### config.mk
export PLATFORM = sky130hd
export DESIGN_NAME = rd53_afe_to_ctrl_flat
export DESIGN_NICKNAME = d
export VERILOG_FILES = /design/src/rtl/rd53_afe_to_ctrl_if.sv /design/src/rtl/rd53_afe_to_ctrl.sv /design/src/flat_wrapper.sv
export SDC_FILE = /design/constraint.sdc
export NUM_CORES = 1
export LEC_CHECK = 0
export CAP_MARGIN = 20
export CORE_ASPECT_RATIO = 1.2
export CORE_UTILIZATION = 53
export DETAILED_ROUTE_END_ITERATION = 7
export PLACE_DENSITY = 0.8
export SLEW_MARGIN = 20
export SYNTH_ARGS = -nofsm -noshare
export SYNTH_HDL_FRONTEND = slang
export SYNTH_SLANG_ARGS = --single-unit
### constraint.sdc
create_clock -name CLK_BX -period 5.5 [get_ports CLK_BX]
set_clock_uncertainty 0.05 [all_clocks]
set_input_delay 1.65 -clock CLK_BX [delete_from_list [all_inputs] [get_ports CLK_BX]]
set_output_delay 1.65 -clock CLK_BX [all_outputs]
set_load 0.05 [all_outputs]
### src/rtl/rd53_afe_to_ctrl_if.sv
// Signal bundle between the TO front-end controller and its surroundings.
// The controller takes the slave view. Configuration, AFE stimulus and the
// hit-logic side take the master view.
interface rd53_afe_to_ctrl_if #(
  parameter int NCH   = 8,
  parameter int TOT_W = 4,
  parameter int PER_W = 16
);
  logic                   ENABLE;
  logic [NCH-1:0]         POWER_DOWN_MASK;
  logic [PER_W-1:0]       AZ_PERIOD;
  logic                   AZ_REQ;
  logic                   ERR_CLR;
  logic [NCH-1:0]         VOUTP_TO;
  logic [NCH-1:0]         VOUTN_TO;
  logic                   S0;
  logic                   S1;
  logic [NCH-1:0]         POWER_DOWN_TO;
  logic                   AZ_BUSY;
  logic [NCH-1:0]         HIT_VALID;
  logic [NCH*TOT_W-1:0]   HIT_TOT;
  logic [NCH-1:0]         ERR_INVALID;

  modport slave (
    input  ENABLE, POWER_DOWN_MASK, AZ_PERIOD, AZ_REQ, ERR_CLR, VOUTP_TO, VOUTN_TO,
    output S0, S1, POWER_DOWN_TO, AZ_BUSY, HIT_VALID, HIT_TOT, ERR_INVALID
  );

  modport master (
    output ENABLE, POWER_DOWN_MASK, AZ_PERIOD, AZ_REQ, ERR_CLR, VOUTP_TO, VOUTN_TO,
    input  S0, S1, POWER_DOWN_TO, AZ_BUSY, HIT_VALID, HIT_TOT, ERR_INVALID
  );
endinterface

### src/rtl/rd53_afe_to_ctrl.sv
// Digital controller for NCH channels of the Torino synchronous AFE.
// Sequences the shared S0/S1 auto-zero phases (on request or periodically),
// drives per-channel power-down, measures time-over-threshold per channel
// and keeps sticky flags for invalid differential latch states.
module rd53_afe_to_ctrl #(
  parameter int NCH       = 8,
  parameter int TOT_W     = 4,
  parameter int AZ_S0_LEN = 4,
  parameter int AZ_S1_LEN = 4,
  parameter int PER_W     = 16
) (
  input  logic                      CLK_BX,
  input  logic                      RESET,
  rd53_afe_to_ctrl_if.slave         afe
);

  localparam int AZ_MAX_LEN = (AZ_S0_LEN > AZ_S1_LEN) ? AZ_S0_LEN : AZ_S1_LEN;
  localparam int PH_W       = (AZ_MAX_LEN > 1) ? $clog2(AZ_MAX_LEN) : 1;
  localparam logic [PH_W-1:0]  PH_S0_LAST = PH_W'(AZ_S0_LEN - 1);
  localparam logic [PH_W-1:0]  PH_S1_LAST = PH_W'(AZ_S1_LEN - 1);
  localparam logic [TOT_W-1:0] TOT_MAX    = {TOT_W{1'b1}};

  typedef enum logic [1:0] {
    ST_IDLE  = 2'd0,
    ST_AZ_S0 = 2'd1,
    ST_AZ_S1 = 2'd2,
    ST_GUARD = 2'd3
  } state_t;

  state_t           r_state;
  state_t           w_state_next;
  logic [PH_W-1:0]  r_ph_cnt;
  logic [PH_W-1:0]  w_ph_cnt_next;
  logic [PER_W-1:0] r_per_cnt;
  logic [PER_W-1:0] w_per_cnt_next;

  logic             w_idle;
  logic             w_timer_on;
  logic             w_timer_hit;
  logic             w_trig;
  logic             w_s0;
  logic             w_s1;
  logic             w_busy;

  logic [NCH-1:0]   w_pd_next;
  logic [NCH-1:0]   r_pd;
  logic [NCH-1:0]   r_p;
  logic [NCH-1:0]   r_n;
  logic [NCH-1:0]   w_hit_lvl;
  logic [NCH-1:0]   w_err_set;
  logic [NCH-1:0]   r_err;

  logic [TOT_W-1:0] r_cnt   [NCH];
  logic [TOT_W-1:0] r_tot   [NCH];
  logic             r_valid [NCH];
  logic [NCH-1:0]       w_hit_valid;
  logic [NCH*TOT_W-1:0] w_hit_tot;

  // ---------------------------------------------------------------------
  // Auto-zero trigger: explicit request or period timer, idle and enabled
  // only. A request and a timer expiry on the same edge give one sequence.
  // ---------------------------------------------------------------------
  assign w_idle      = (r_state == ST_IDLE);
  assign w_timer_on  = (afe.AZ_PERIOD != '0);
  assign w_timer_hit = w_timer_on && (r_per_cnt >= (afe.AZ_PERIOD - PER_W'(1)));
  assign w_trig      = w_idle && afe.ENABLE && (afe.AZ_REQ || w_timer_hit);

  // Auto-zero FSM state and phase-length counter
  always_ff @(posedge CLK_BX or posedge RESET) begin
    if (RESET) begin
      r_state  <= ST_IDLE;
      r_ph_cnt <= '0;
    end else begin
      r_state  <= w_state_next;
      r_ph_cnt <= w_ph_cnt_next;
    end
  end

  // Next-state and phase-line decode; ENABLE low aborts from any state
  always_comb begin
    w_state_next  = r_state;
    w_ph_cnt_next = r_ph_cnt;
    w_s0          = 1'b0;
    w_s1          = 1'b0;
    w_busy        = 1'b1;
    case (r_state)
      ST_IDLE: begin
        w_busy = 1'b0;
        if (w_trig) begin
          w_state_next  = ST_AZ_S0;
          w_ph_cnt_next = '0;
        end
      end
      ST_AZ_S0: begin
        w_s0 = 1'b1;
        if (r_ph_cnt == PH_S0_LAST) begin
          w_state_next  = ST_AZ_S1;
          w_ph_cnt_next = '0;
        end else begin
          w_ph_cnt_next = r_ph_cnt + PH_W'(1);
        end
      end
      ST_AZ_S1: begin
        w_s1 = 1'b1;
        if (r_ph_cnt == PH_S1_LAST) begin
          w_state_next  = ST_GUARD;
          w_ph_cnt_next = '0;
        end else begin
          w_ph_cnt_next = r_ph_cnt + PH_W'(1);
        end
      end
      ST_GUARD: begin
        w_state_next  = ST_IDLE;
        w_ph_cnt_next = '0;
      end
      default: begin
        w_state_next  = ST_IDLE;
        w_ph_cnt_next = '0;
      end
    endcase
    if (!afe.ENABLE) begin
      w_state_next  = ST_IDLE;
      w_ph_cnt_next = '0;
    end
  end

  assign afe.S0      = w_s0;
  assign afe.S1      = w_s1;
  assign afe.AZ_BUSY = w_busy;

  // ---------------------------------------------------------------------
  // Period counter: counts enabled idle edges, restarts whenever a sequence
  // starts, the FSM is not idle, or the timer is disabled.
  // ---------------------------------------------------------------------
  always_comb begin
    w_per_cnt_next = r_per_cnt + PER_W'(1);
    if (!afe.ENABLE || !w_timer_on || w_trig || !w_idle) begin
      w_per_cnt_next = '0;
    end
  end

  // Period counter register
  always_ff @(posedge CLK_BX or posedge RESET) begin
    if (RESET) begin
      r_per_cnt <= '0;
    end else begin
      r_per_cnt <= w_per_cnt_next;
    end
  end

  // ---------------------------------------------------------------------
  // Power-down lines and latch sampling. The sample gate uses the same
  // power-down value that is being registered on this edge, so a channel
  // that powers up delivers real latch data together with its PD bit going
  // low and never shows a stale forced 0/0 while already powered.
  // ---------------------------------------------------------------------
  assign w_pd_next = afe.POWER_DOWN_MASK | {NCH{~afe.ENABLE}};

  // Power-down register and per-channel differential sample registers
  always_ff @(posedge CLK_BX or posedge RESET) begin
    if (RESET) begin
      r_pd <= '1;
      r_p  <= '0;
      r_n  <= '0;
    end else begin
      r_pd <= w_pd_next;
      r_p  <= afe.VOUTP_TO & ~w_pd_next;
      r_n  <= afe.VOUTN_TO & ~w_pd_next;
    end
  end

  assign afe.POWER_DOWN_TO = r_pd;
  assign w_hit_lvl         = r_p & ~r_n;

  // ---------------------------------------------------------------------
  // Invalid differential state: p==n on a powered channel while idle.
  // A new set on the clear edge takes priority over the clear.
  // ---------------------------------------------------------------------
  assign w_err_set = ~(r_p ^ r_n) & ~r_pd & {NCH{w_idle}};

  // Sticky invalid flags
  always_ff @(posedge CLK_BX or posedge RESET) begin
    if (RESET) begin
      r_err <= '0;
    end else begin
      r_err <= (r_err & ~{NCH{afe.ERR_CLR}}) | w_err_set;
    end
  end

  assign afe.ERR_INVALID = r_err;

  // ---------------------------------------------------------------------
  // Per-channel time-over-threshold. Counting is blanked during auto-zero
  // so a hit straddling a sequence start is dropped without a strobe.
  // ---------------------------------------------------------------------
  generate
    for (genvar gi = 0; gi < NCH; gi++) begin : g_tot
      // Saturating ToT counter, completion strobe and held ToT value
      always_ff @(posedge CLK_BX or posedge RESET) begin
        if (RESET) begin
          r_cnt[gi]   <= '0;
          r_tot[gi]   <= '0;
          r_valid[gi] <= 1'b0;
        end else if (w_busy) begin
          r_cnt[gi]   <= '0;
          r_valid[gi] <= 1'b0;
        end else if (w_hit_lvl[gi]) begin
          r_valid[gi] <= 1'b0;
          if (r_cnt[gi] != TOT_MAX) begin
            r_cnt[gi] <= r_cnt[gi] + TOT_W'(1);
          end
        end else if (r_cnt[gi] != '0) begin
          r_valid[gi] <= 1'b1;
          r_tot[gi]   <= r_cnt[gi];
          r_cnt[gi]   <= '0;
        end else begin
          r_valid[gi] <= 1'b0;
        end
      end
    end
  endgenerate

  // Pack per-channel results onto the output buses
  always_comb begin
    w_hit_valid = '0;
    w_hit_tot   = '0;
    for (int c = 0; c < NCH; c++) begin
      w_hit_valid[c]               = r_valid[c];
      w_hit_tot[c*TOT_W +: TOT_W]  = r_tot[c];
    end
  end

  assign afe.HIT_VALID = w_hit_valid;
  assign afe.HIT_TOT   = w_hit_tot;

endmodule
### src/flat_wrapper.sv
// flat-port wrapper written by rule: the top's interface ports become plain ports
module rd53_afe_to_ctrl_flat 
#(
  parameter int NCH       = 8,
  parameter int TOT_W     = 4,
  parameter int AZ_S0_LEN = 4,
  parameter int AZ_S1_LEN = 4,
  parameter int PER_W     = 16
)
  (CLK_BX, RESET, afe_ENABLE, afe_POWER_DOWN_MASK, afe_AZ_PERIOD, afe_AZ_REQ, afe_ERR_CLR, afe_VOUTP_TO, afe_VOUTN_TO, afe_S0, afe_S1, afe_POWER_DOWN_TO, afe_AZ_BUSY, afe_HIT_VALID, afe_HIT_TOT, afe_ERR_INVALID);
  rd53_afe_to_ctrl_if #(.NCH(NCH), .TOT_W(TOT_W), .PER_W(PER_W)) afe_i ();
  input  logic CLK_BX;
  input  logic RESET;
  input wire logic [$bits(afe_i.ENABLE)-1:0] afe_ENABLE;
  input wire logic [$bits(afe_i.POWER_DOWN_MASK)-1:0] afe_POWER_DOWN_MASK;
  input wire logic [$bits(afe_i.AZ_PERIOD)-1:0] afe_AZ_PERIOD;
  input wire logic [$bits(afe_i.AZ_REQ)-1:0] afe_AZ_REQ;
  input wire logic [$bits(afe_i.ERR_CLR)-1:0] afe_ERR_CLR;
  input wire logic [$bits(afe_i.VOUTP_TO)-1:0] afe_VOUTP_TO;
  input wire logic [$bits(afe_i.VOUTN_TO)-1:0] afe_VOUTN_TO;
  output wire logic [$bits(afe_i.S0)-1:0] afe_S0;
  output wire logic [$bits(afe_i.S1)-1:0] afe_S1;
  output wire logic [$bits(afe_i.POWER_DOWN_TO)-1:0] afe_POWER_DOWN_TO;
  output wire logic [$bits(afe_i.AZ_BUSY)-1:0] afe_AZ_BUSY;
  output wire logic [$bits(afe_i.HIT_VALID)-1:0] afe_HIT_VALID;
  output wire logic [$bits(afe_i.HIT_TOT)-1:0] afe_HIT_TOT;
  output wire logic [$bits(afe_i.ERR_INVALID)-1:0] afe_ERR_INVALID;
  assign afe_i.ENABLE = afe_ENABLE;
  assign afe_i.POWER_DOWN_MASK = afe_POWER_DOWN_MASK;
  assign afe_i.AZ_PERIOD = afe_AZ_PERIOD;
  assign afe_i.AZ_REQ = afe_AZ_REQ;
  assign afe_i.ERR_CLR = afe_ERR_CLR;
  assign afe_i.VOUTP_TO = afe_VOUTP_TO;
  assign afe_i.VOUTN_TO = afe_VOUTN_TO;
  assign afe_S0 = afe_i.S0;
  assign afe_S1 = afe_i.S1;
  assign afe_POWER_DOWN_TO = afe_i.POWER_DOWN_TO;
  assign afe_AZ_BUSY = afe_i.AZ_BUSY;
  assign afe_HIT_VALID = afe_i.HIT_VALID;
  assign afe_HIT_TOT = afe_i.HIT_TOT;
  assign afe_ERR_INVALID = afe_i.ERR_INVALID;
  rd53_afe_to_ctrl #(.NCH(NCH), .TOT_W(TOT_W), .AZ_S0_LEN(AZ_S0_LEN), .AZ_S1_LEN(AZ_S1_LEN), .PER_W(PER_W)) u_core (.CLK_BX(CLK_BX), .RESET(RESET), .afe(afe_i));
endmodule
==> impl_metrics.ini, run 1 <==
[clock_tree]
h-tree-depth = 4
cts_buffers = 17
cts_hold_buf = 0
path_clk_slew_ps = 60
tritoncts = yes
postCtsSetupBuffers = 0
cts_buffer_depth = 2
cts_root_buf = clkbuf_16
cts_sinks = 124
cts_resized = 0
clock_latency_ps = 400

[worst_setup_path]
worstSetupEndpointType = register
r2r_start = u_core.r_per_cnt[0]
crit_family = simple AND/OR/NAND/NOR gates
critical_path.max_stage_delay_ps = 600
required_ps = 5730
r2r_cells = 8
arrival_ps = 5050
crit_start = afe_AZ_PERIOD[0]
rr_endpoint = u_core.r_ph_cnt[1]
cp_slowest_cell = nor4_1
crit_top_cell = nor4_1
critPathMaxFanout = 4
cp.depth = 11
path_buf_inv = 1
r2r_slack_ps = 2870
start_kind = input pin
crit_type = input pin to register
crit_end = u_core.r_ph_cnt[1]
cp_cell_sequence = clkdlybuf4s50_1 > nor4_1 > nand2_1 > nor4_1 > xnor2_1 > ha_1 > nand4_1 > or4_4 > a31oi_4 > nor2_2 > mux2_1

[logic_synthesis]
syn_avg_cell_area_um2 = 10.5
synthTopCellsByArea = dfrtp_1 47%, ha_1 9.6%, mux2_2 5.9%, inv_1 3.9%, nor2_1 3.5%
syn-cell-area_um2 = 6130
synth_top_area_frac = 0.473
ys_ff_latch = 124
yosysMostFrequentCell = dfrtp_1
synthCells = 583
seq_area_frac_synth = 0.508
ys_warn_count = 0
synth.distinct_cells = 49
synth-main-ff-cell = dfrtp_1
yosys.area.top_type = dfrtp_1
synthesis.nets = 675
ys_top_cells_by_count = 116 x dfrtp_1, 63 x inv_1, 57 x nor2_1, 50 x nand2_1, 47 x ha_1
ys_async_sr_fraction = 1.00
synth_edf_count = 0

[global_routing]
grt_pass1_vias = 4754
antenna_found_initial = 0
grtUsageTotal = 0.226
overflow = 0
grt_max_degree = 78
grt_pass1_wl_um = 21300

[sta]
setup_ws_ps = 686
hold_ws_ps = 453
fin_tns_setup_ps = 0
min_period_over_period = 0.875
setup_viol = 0
slew_headroom = 0.376
maxClockFrequency_mhz = 208
period_needed_ps = 4810
drv_slew = 0
finalHoldViolCount = 0
worst_pin_slew_ps = 936
rsz0062_at_grt = false

[route]
ant_nets = 0
wl_met1_um = 5300
routed.top_layer = met4
wl_met3_um = 499
via_per_inst = 5.35
vias = 4640
wl_per_cell_um = 14.8
drcViolationCount = 0
wl_met2_um = 6890
wl_um = 12900
drt-initial-drc-count = 154
dr.pass1.iters = 4

[layout]
final_cell_count_no_fill = 868
drive_gt1_frac = 0.120
syn2layout_area_growth_pct = 29.8
fin_nets = 793
diodes = 0
fillers = 795

[pwr]
p_per_area_nw_per_um2 = 397
finalPower_mw = 3.16
vdd_drop_max_v = 0.000185
combPwrFrac = 0.299
pwr-share-clk = 0.350
swShare = 0.352
p_leak_nw = 3.58
p_seq_frac = 0.350
p_sw_mw = 1.11
p_int_mw = 2.04

[placed_design]
gp_congestion = 0.851
dpl.cell_count = 836
place_ws_ps = 249
dp.final_hpwl_um = 9230
io_buffers = 103

[floorplan]
num_rows = 42
die_h_um = 120
design.die.area_um2 = 12000
start_util = 0.550
core_region_area_um2 = 11100
die_w_um = 100
ios = 104

[outcome]
status = complete, no violations

[job]
maxCapViolations = 0

[hold_path]
hold_path.class = register to register
[power groups by stage]
stage	clock (mW)	sequential [mW]	combinational, mW
2_1_floorplan	0	1.36	0.388
3_3_place_gp	0	1.12	0.914
3_5_place_dp	0	1.12	0.946
4_1_cts	1.12	1.11	0.953
5_1_grt	1.17	1.12	1.01
6_report	1.11	1.11	0.945
[worst reg2reg max path: stages, from the launching register on]
cell and delay, ps:
dfrtp_1 400, inv_1 60, ha_1 260, nand2b_1 130
a2111oi_0 700, or4_4 270, a31oi_4 110, nor2_2 180
mux2_1 340
[state kept, by name (all words and copies together) (netlist names), 8 cells and up]
register and count:
u_core.afe.HIT_TOT 32, u_core.r_per_cnt 16, u_core.r_p 8, u_core.afe.ERR_INVALID 8, u_core.r_n 8, u_core.afe.POWER_DOWN_TO 8, u_core.afe.HIT_VALID 8, u_core.r_cnt 32
[per-layer routing]
metal  vias to the layer above  global-route usage
met1                      2258               0.255
met5                         -                   0
met3                        18              0.0524
li1                       2236                   -
met4                         0              0.0861
met2                       128               0.411
[metrics by stage]
step            util  cell area (um^2)
6_report       0.714              7960
5_1_grt        0.714              7960
4_1_cts        0.714              7960
3_5_place_dp   0.661              7360
3_3_place_gp   0.661              7360
2_1_floorplan      -              6130
[cells by family (layout without fill, tap and decap cells)]
family,Yosys count,after routing,share of synthesized area
multiplexers,40,40,0.0722
XOR/XNOR,31,31,0.0443
AND/OR/NAND/NOR,200,200,0.159
flip-flops,124,124,0.508
buffers and inverters,71,202,0.0441
adder cells (fa/ha/maj),47,47,0.0959
AO/OA/AOI/OAI,70,70,0.0771
[how the worst min path moves through the flow]
stage / cells after the start / start / to / slack [ps]
after floorplan: 1 / u_core.r_per_cnt[0] / u_core.r_per_cnt[0] / 410
after global placement: 1 / u_core.r_ph_cnt[1] / u_core.r_ph_cnt[1] / 430
after detailed placement: 1 / u_core.afe.HIT_TOT[15] / u_core.afe.HIT_TOT[15] / 440
after CTS: 1 / u_core.afe.HIT_TOT[15] / u_core.afe.HIT_TOT[15] / 460
after global routing: 1 / u_core.afe.HIT_TOT[15] / u_core.afe.HIT_TOT[15] / 460
final: 1 / u_core.afe.HIT_TOT[22] / u_core.afe.HIT_TOT[22] / 450
[cells in the final DEF (no fill, tap or decap), drive strengths merged, types with 13 or more instances in the layout]
master           n
dfrtp          116
clkdlybuf4s50  103
inv             69
nor2            58
nand2           50
ha              47
nand3           34
mux2            34
a21oi           18
xnor2           18
clkbuf          18
nor3            18
xor2            13
[cell type report]
| class | instances | area (um^2) | share of cell area |
|---|---|---|---|
| Inverter | 64 | 243 | 0.0305 |
| Timing Repair Buffer | 106 | 1070 | 0.134 |
| Sequential cell | 124 | 3110 | 0.391 |
| Clock buffer | 18 | 439 | 0.0552 |
| Tap cell | 154 | 193 | 0.0242 |
| Clock inverter | 14 | 158 | 0.0198 |
| Multi-Input combinational cell | 388 | 2750 | 0.345 |
Note: power is estimated with default switching activity, not from simulation.
==> run 2: changes to the inputs <==
--- a/config.mk
+++ b/config.mk
@@ -7,6 +7,7 @@
 export LEC_CHECK = 0
 export CAP_MARGIN = 20
 export CORE_ASPECT_RATIO = 1.2
+export CORE_MARGIN = 2
 export CORE_UTILIZATION = 53
 export DETAILED_ROUTE_END_ITERATION = 7
 export PLACE_DENSITY = 0.8
==> impl_metrics.ini, run 2 (same netlist as run 1, synthesis figures left out) <==
[outcome]
status = complete, no violations

[sta]
period_needed_ps = 4720
fin_tns_setup_ps = 0
finalHoldViolCount = 0
maxClockFrequency_mhz = 212
setup_viol = 0
rsz0062_at_grt = false
min_period_over_period = 0.858
slew_headroom = 0.432
drv_slew = 0
worst_pin_slew_ps = 831

[clock_tree]
tritoncts = yes
path_clk_slew_ps = 50
h-tree-depth = 4
cts_root_buf = clkbuf_16
postCtsSetupBuffers = 0
cts_sinks = 124
cts_buffer_depth = 2
cts_hold_buf = 0
cts_resized = 0
cts_buffers = 17
clock_latency_ps = 420

[global_routing]
overflow = 0
grtUsageTotal = 0.234
antenna_found_initial = 0
grt_max_degree = 64
grt_pass1_wl_um = 22500
grt_pass1_vias = 4851

[route]
vias = 4679
wl_um = 13400
drt-initial-drc-count = 219
ant_nets = 0
drcViolationCount = 0
via_per_inst = 5.37
wl_per_cell_um = 15.4
dr.pass1.iters = 4

[pwr]
p_per_area_nw_per_um2 = 386
p_leak_nw = 3.55
vdd_drop_max_v = 0.000227

[floorplan]
core_region_area_um2 = 11400
ios = 104
die_h_um = 122
start_util = 0.538
design.die.area_um2 = 12400
num_rows = 43
die_w_um = 102

[layout]
mostFrequentLayoutCell = dfrtp_1
fin_nets = 793
drive_gt1_frac = 0.109
diodes = 0
final_cell_count_no_fill = 871
final_cell_mix = 116 x dfrtp_1, 103 x clkdlybuf4s50_1, 62 x inv_1
fillers = 854
syn2layout_area_growth_pct = 28.7

[placed_design]
io_buffers = 103
gp_congestion = 0.825
dp.final_hpwl_um = 9630
dpl.cell_count = 839

[worst_setup_path]
worstSetupEndpointType = register
start_kind = input pin
critPathMaxFanout = 4
required_ps = 5730
arrival_ps = 4950
crit_type = input pin to register

[job]
maxCapViolations = 0

[hold_path]
hold_path.class = register to register
[run 2: changes by cell type in the layout (fill, tap and decap cells not counted), sizes merged]
cell      delta
clkbuf      +11
inv          -5
clkinvlp     -3
bufinv       -2
clkinv       -1
[run 2: per-stage QoR]
stage          total power [mW]  instance area, um^2  setup slack (ps)  hold WS (ps)   util
2_1_floorplan              1.75                 6130               514           413      -
3_3_place_gp               2.03                 7370               437           430  0.646
3_5_place_dp               2.07                 7370               311           444  0.646
4_1_cts                    3.07                 7890               750           455  0.692
6_report                   3.05                 7890               782           449  0.692
5_1_grt                    3.19                 7890               480           463  0.692
[run 2: worst max-delay path, stage by stage]
cell and delay, ps:
clkdlybuf4s50_1 440, nor4_1 540, nand2_1 220, nor4_1 340, xnor2_1 110, ha_1 290
nand4_1 120, or4_4 580, a31oi_4 250, nor2_2 80, mux2_1 320
[run 2: metal layers]
metal	routed length [um]	up-vias	part of all wire	GRT usage
met3	569	15	0.042	0.0539
met2	7250	122	0.54	0.417
met1	5420	2304	0.40	0.269
li1	-	2238	-	-
met4	201	0	0.015	0.0925
met5	0	-	0	0
[run 2: where the power goes]
part           internal, mW  leakage, nW  switching (mW)  total, mW
clock network         0.621        0.259           0.366      0.987
registers              1.03         1.68          0.0837       1.11
logic                 0.333         1.62           0.618      0.951
total                  1.98         3.55            1.07       3.05
[run 2: final cells by class]
class                      instances  area (um^2)  area share
multi-input combinational        388         2750       0.348
timing repair buffer             106         1070       0.135
clock inverter                     3         15.0     0.00190
tap                              157          196      0.0249
inverter                          64          243      0.0308
sequential                       124         3110       0.394
clock buffer                      29          510      0.0647
[run 2: final timing paths]
path                            slack [ps]                           to                 from  depth (start not counted)
worst min register to register         450           u_core.r_ph_cnt[1]   u_core.r_ph_cnt[1]                          1
max in group asynchronous             2880  u_core.afe.POWER_DOWN_TO[4]                RESET                          3
worst max register to register        2790           u_core.r_ph_cnt[0]  u_core.r_per_cnt[0]                          8
worst min-delay path                   450           u_core.r_ph_cnt[1]   u_core.r_ph_cnt[1]                          1
worst max-delay path                   780           u_core.r_ph_cnt[0]     afe_AZ_PERIOD[0]                         11
min in group asynchronous             1670              u_core.r_cnt[5]                RESET                          2
